$ cat src/rtl/cpu_ext_host.sv
// Host-side initiator for the CPU external IMEM/DMEM ports: valid/ready command and response
// channels, plus a gated CPU enable for a programmed run length.
module cpu_ext_host #(
  parameter int unsigned RD_LAT = 1,
  parameter int unsigned CNT_W  = 16
) (
  input  logic             clk,
  input  logic             rst,
  input  logic             cmd_valid,
  output logic             cmd_ready,
  input  logic [1:0]       cmd_op,
  input  logic [31:0]      cmd_addr,
  input  logic [31:0]      cmd_wdata,
  output logic             rsp_valid,
  input  logic             rsp_ready,
  output logic [31:0]      rsp_data,
  input  logic             run_start,
  input  logic [CNT_W-1:0] run_len,
  input  logic             run_stop,
  output logic             busy,
  output logic             run_done,
  output logic             cpu_enable,
  output logic [31:0]      addr_ext,
  output logic             wen_ext,
  output logic             ren_ext,
  output logic [31:0]      wdata_ext,
  input  logic [31:0]      rdata_ext,
  output logic [31:0]      addr_ext_2,
  output logic             wen_ext_2,
  output logic             ren_ext_2,
  output logic [31:0]      wdata_ext_2,
  input  logic [31:0]      rdata_ext_2
);

  typedef enum logic [2:0] {StIdle, StWrite, StReadWait, StResp, StRun} state_e;

  localparam logic [1:0] LatLast = 2'(RD_LAT);

  state_e           state_q, state_d;
  logic [1:0]       op_q, op_d;
  logic [31:0]      addr_q, addr_d;
  logic [31:0]      wdata_q, wdata_d;
  logic [1:0]       lat_q, lat_d;
  logic [CNT_W-1:0] cnt_q, cnt_d;
  logic [31:0]      rsp_data_q, rsp_data_d;
  logic             done_q, done_d;

  logic cmd_fire;
  logic port_act;
  logic imem_act;
  logic dmem_act;

  assign cmd_ready = (state_q == StIdle) && !rst;
  assign cmd_fire  = cmd_valid && cmd_ready;

  always_comb begin
    state_d    = state_q;
    op_d       = op_q;
    addr_d     = addr_q;
    wdata_d    = wdata_q;
    lat_d      = lat_q;
    cnt_d      = cnt_q;
    rsp_data_d = rsp_data_q;
    done_d     = 1'b0;
    unique case (state_q)
      StIdle: begin
        // A command accepted this cycle takes priority over run_start.
        if (cmd_fire) begin
          op_d    = cmd_op;
          addr_d  = cmd_addr;
          wdata_d = cmd_wdata;
          lat_d   = 2'd0;
          state_d = cmd_op[1] ? StReadWait : StWrite;
        end else if (run_start) begin
          if (run_len == '0) begin
            done_d = 1'b1;
          end else begin
            cnt_d   = run_len;
            state_d = StRun;
          end
        end
      end
      StWrite: state_d = StIdle;
      StReadWait: begin
        if (lat_q == LatLast) begin
          rsp_data_d = op_q[0] ? rdata_ext_2 : rdata_ext;
          state_d    = StResp;
        end else begin
          lat_d = lat_q + 2'd1;
        end
      end
      StResp: begin
        if (rsp_ready) state_d = StIdle;
      end
      StRun: begin
        if (run_stop || (cnt_q == CNT_W'(1))) begin
          state_d = StIdle;
          done_d  = 1'b1;
          cnt_d   = '0;
        end else begin
          cnt_d = cnt_q - CNT_W'(1);
        end
      end
      default: state_d = StIdle;
    endcase
  end

  always_ff @(posedge clk) begin
    if (rst) begin
      state_q    <= StIdle;
      op_q       <= 2'd0;
      addr_q     <= '0;
      wdata_q    <= '0;
      lat_q      <= 2'd0;
      cnt_q      <= '0;
      rsp_data_q <= '0;
      done_q     <= 1'b0;
    end else begin
      state_q    <= state_d;
      op_q       <= op_d;
      addr_q     <= addr_d;
      wdata_q    <= wdata_d;
      lat_q      <= lat_d;
      cnt_q      <= cnt_d;
      rsp_data_q <= rsp_data_d;
      done_q     <= done_d;
    end
  end

  // Ext ports carry traffic only in the WRITE cycle or the first READ_WAIT cycle.
  assign port_act = (state_q == StWrite) || ((state_q == StReadWait) && (lat_q == 2'd0));
  assign imem_act = port_act && !op_q[0];
  assign dmem_act = port_act && op_q[0];

  assign wen_ext     = imem_act && (state_q == StWrite);
  assign ren_ext     = imem_act && (state_q == StReadWait);
  assign addr_ext    = imem_act ? addr_q : '0;
  assign wdata_ext   = wen_ext ? wdata_q : '0;
  assign wen_ext_2   = dmem_act && (state_q == StWrite);
  assign ren_ext_2   = dmem_act && (state_q == StReadWait);
  assign addr_ext_2  = dmem_act ? addr_q : '0;
  assign wdata_ext_2 = wen_ext_2 ? wdata_q : '0;

  assign rsp_valid  = (state_q == StResp);
  assign rsp_data   = rsp_data_q;
  assign busy       = (state_q != StIdle);
  assign cpu_enable = (state_q == StRun);
  assign run_done   = done_q;

endmodule

$ cat config.mk
export PLATFORM = sky130hd
export DESIGN_NAME = cpu_ext_host
export DESIGN_NICKNAME = d
export VERILOG_FILES = /design/src/rtl/cpu_ext_host.sv
export SDC_FILE = /design/constraint.sdc
export NUM_CORES = 1
export LEC_CHECK = 0
export CORE_MARGIN = 2
export CORE_UTILIZATION = 36
export CTS_CLUSTER_DIAMETER = 200
export DETAILED_ROUTE_END_ITERATION = 12
export PLACE_DENSITY = 0.77
export SLEW_MARGIN = 40
export SYNTH_ARGS = -nofsm -noshare
export SYNTH_HDL_FRONTEND = slang
export SYNTH_SLANG_ARGS = --single-unit
$ cat constraint.sdc
create_clock -name clk -period 1.9 [get_ports clk]
set_clock_uncertainty 0.15 [all_clocks]
set_input_delay 0.475 -clock clk [delete_from_list [all_inputs] [get_ports clk]]
set_output_delay 0.475 -clock clk [all_outputs]
set_load 0.02 [all_outputs]
==> impl_results.md, run 1 <==
- Status: complete, but fails checks
- Violated checks: setup timing
- Clk sinks: 119
- Fill cells: 1136
- Post-route minimum period: 2.50 ns
- Yosys warnings: 0
- Final Hold Fails: 0
- Root buffer cell: clkbuf_16
- Drt total wl: 25.6 mm
- Crit path max fanout: 8
- Worst-path cell chain: inv_2 -> ha_4 -> nand3b_1 -> and2_4 -> nor3_4 -> buf_6 -> buf_16 -> and2_4 -> buf_6
- CTS max path bufs: 2
- Family with the most delay on the worst path: simple AND/OR/NAND/NOR gates
- Most common cell after layout, fill and taps aside: buf_6
- Final count of pins violating max slew: 0
- Max-Cap Viols: 0
- CTS clk-pin slew, worst paths: 0.06 ns
- Worst EP required: 1.27 ns
- CP bufs+invs: 4
- Power density over the cells: 620 nW/um^2
- Syn-to-layout area delta: 101%
- Area leader, netlist: dfxtp_1
- Avg WL per Cell: 18.2 microns
- Initial antenna violation count: 2
- CORE AREA: 16700 sq um
- Pre-Repair DR Iteration Count: 5
- CP Launch Type: flip-flop
- DRC viols: 0
- CTS tree: done
- Layout cells sized above 1: 42.5%
- Synth Register Bits: 119
- GR Overflow Total: 0
- Non-Filler Instances: 1406
- Die width: 135 microns
- Worst-Skew Late Latency: 0.40 ns
- Most common flop cell mapped by yosys: dfxtp_1
- Overall die area: 18300 sq um
- Final setup violating endpoints: 184
- Post-Synthesis Net Count: 912
- Sequential Power Share: 37.2%
- Hold_ws: 0.331 ns
- RSZ-0062 raised after global routing: yes
- WP data arrival: 1.87 ns
- Iteration-0 DRC count of the detailed router: 346
- Placed cell count: 1299
- Synth cell types: 47
- Antenna Nets Post-Route: 0
- Row count: 47
- Dpl hpwl: 14.8 mm
- Synth top area share: 38.5%
- EDFF count, synth: 0
- Slowest CP cell: dfxtp_2
- Syn avg cell area: 8.19 sq um
- Nets: 1329
- Tightest Pin Transition: 0.564 ns
- Pin count of the biggest net entering global routing: 125
- Fraction of registers with async set/reset: 0%
- Vias per inst: 5.10
- Die Y: 135 microns
- Comb power frac: 24.0%
- Post-synthesis sequential area ratio: 38.5%
- CTS Buf Count: 17
- Maximum clock rate: 0.401 GHz
- Crit path capture type: output port
- Post-layout worst setup margin: -0.596 ns
- Top Ports: 321
- Relative slew margins: 62.4%
- Clock share of power: 38.8%
- Fin util: 74.3%
- Top post-synthesis cells by area: dfxtp_1 38%, and2_1 13%, nand3b_1 8.2%
- Crit Path Category: reg -> out
- Post-synthesis cell count: 756
- # port buffers: 320
- Static Leak: 5.53 nW
- Initial core utilization: 37.1%
- First-pass GRT wire length: 37.2 mm
- Final Cycle Share: 131%
- H-tree levels: 4
- Synthesized cell area: 6190 sq um
- Cell internal pwr: 0.00554 W
- DR vias: 7166
- Most frequent cells in the layout: 175 x buf_6, 134 x clkdlybuf4s50_1, 133 x nand2_1
- Worst-case vdd ir drop: 674 uV
- Setup TNS: -67.19 ns
- Switching pwr: 0.00215 W
- GR Util All Layers: 25.9%
- Sw Ratio: 28.0%
- Worst Hold Class: reg -> reg
- Max incr delay on CP: 0.32 ns
- Vias in the first global route: 7017
- Final Wtd Congestion: 0.824
-- through the flow --
step                cell area [sq um]  total power [W]  worst slack, ns
finish                          12400          0.00769           -0.596
global route                    12400          0.00799           -0.703
CTS                             11900          0.00754           -0.617
detailed placement              10200          0.00434           -0.685
global placement                10200          0.00431           -0.605
floorplan                        6450          0.00363           -0.151
-- Yosys cell counts (3+ instances only) --
| cell type | n |
|---|---|
| o32ai_1 | 4 |
| inv_1 | 9 |
| buf_2 | 10 |
| a221oi_1 | 10 |
| nor2_1 | 54 |
| dfxtp_1 | 119 |
| ha_1 | 4 |
| a211oi_1 | 33 |
| nand4_1 | 4 |
| or3_1 | 3 |
| a21oi_1 | 12 |
| nand3b_1 | 68 |
| clkbuf_1 | 33 |
| nand3_1 | 4 |
| xnor2_1 | 8 |
| nor3_1 | 22 |
| nand2b_1 | 11 |
| and2_1 | 131 |
| nor4_1 | 9 |
| buf_4 | 10 |
| mux2i_1 | 32 |
| buf_1 | 5 |
| nand2_1 | 135 |
-- power by group through the flow --
stage / Combinational, W / Sequential (W) / Clock, W
2_1_floorplan: 0.000793 / 0.00284 / 0
3_3_place_gp: 0.00143 / 0.00288 / 0
3_5_place_dp: 0.00146 / 0.00288 / 0
4_1_cts: 0.00169 / 0.00285 / 0.00301
5_1_grt: 0.00198 / 0.00288 / 0.00313
6_report: 0.00185 / 0.00286 / 0.00298
-- sequential cells by signal, indices dropped and copies added, names as in the netlist --
signal    count
wdata_q      32
state_q       3
cnt_q        16
addr_q       32
run_done      1
op_q          1
rsp_data     32
lat_q         2
-- tightest hold or removal path: cells and delay by family (launching register included) --
family / cells / cell delay [ns]
DFF: 1 / 0.31
and+or+nand+nor: 2 / 0.13
-- path summary, 6_finish.rpt --
check	startpoint	end	slack, ns	depth (start not counted)
max	lat_q[1]$_SDFFE_PP0P_	addr_ext[23]	-0.60	9
min reg2reg	addr_q[25]$_SDFFE_PP0N_	addr_q[25]$_SDFFE_PP0N_	0.33	2
min	addr_q[25]$_SDFFE_PP0N_	addr_q[25]$_SDFFE_PP0N_	0.33	2
max reg2reg	state_q[0]$_SDFFE_PP0P_	cnt_q[2]$_SDFFE_PP0P_	-0.13	9
-- metal layers --
metal,up-vias,track usage [%],part of all wire (%)
met5,-,0,0.043
li1,3387,-,-
met2,339,45.7,52
met1,3365,29.0,36
met3,73,7.52,7.8
met4,2,11.3,4.5
-- cell families (layout without fill, tap and decap cells) --
family,after synthesis,in the layout,share of synthesized area [%]
adder cells (fa/ha/maj),4,4,0.808
XOR/XNOR,9,9,1.27
AND/OR/NAND/NOR,451,451,39.7
multiplexers,32,32,5.17
buffers and inverters,69,498,5.23
AO/OA/AOI/OAI,72,72,9.38
flip-flops,119,119,38.5
other,0,1,0
-- area by class of cell --
| class | count | area [sq um] | area share [%] |
|---|---|---|---|
| Timing Repair Buffer | 458 | 5050 | 40.7 |
| Multi-Input combinational cell | 568 | 4120 | 33.2 |
| Sequential cell | 119 | 2390 | 19.3 |
| Clock buffer | 22 | 464 | 3.74 |
| Tap cell | 220 | 275 | 2.22 |
| Clock inverter | 9 | 77.6 | 0.625 |
| Inverter | 9 | 33.8 | 0.272 |
| Antenna cell | 1 | 2.50 | 0.0202 |
-- what timing repair did --
| item | 4_1_cts | 5_1_grt |
|---|---|---|
| cloned | 17 | 4 |
| hold buffers | 0 | 0 |
| endpoints found under the setup margin | 219 | 251 |
| setup buffers | 37 | 25 |
| resized for setup | 1014 | 86 |
| endpoints found under the hold margin | 0 | 0 |
| pin swaps | 38 | 32 |
No activity file was read; power rests on OpenSTA's default activity.
==> run 2: changes to the inputs <==
--- a/config.mk
+++ b/config.mk
@@ -8,7 +8,9 @@
 export CORE_MARGIN = 2
 export CORE_UTILIZATION = 36
 export CTS_CLUSTER_DIAMETER = 200
+export CTS_CLUSTER_SIZE = 10
 export DETAILED_ROUTE_END_ITERATION = 12
+export GPL_ROUTABILITY_DRIVEN = 0
 export PLACE_DENSITY = 0.77
 export SLEW_MARGIN = 40
 export SYNTH_ARGS = -nofsm -noshare
==> results of run 2 <==
Same layout as run 1: the final DEF is identical, and so are final timing and power.
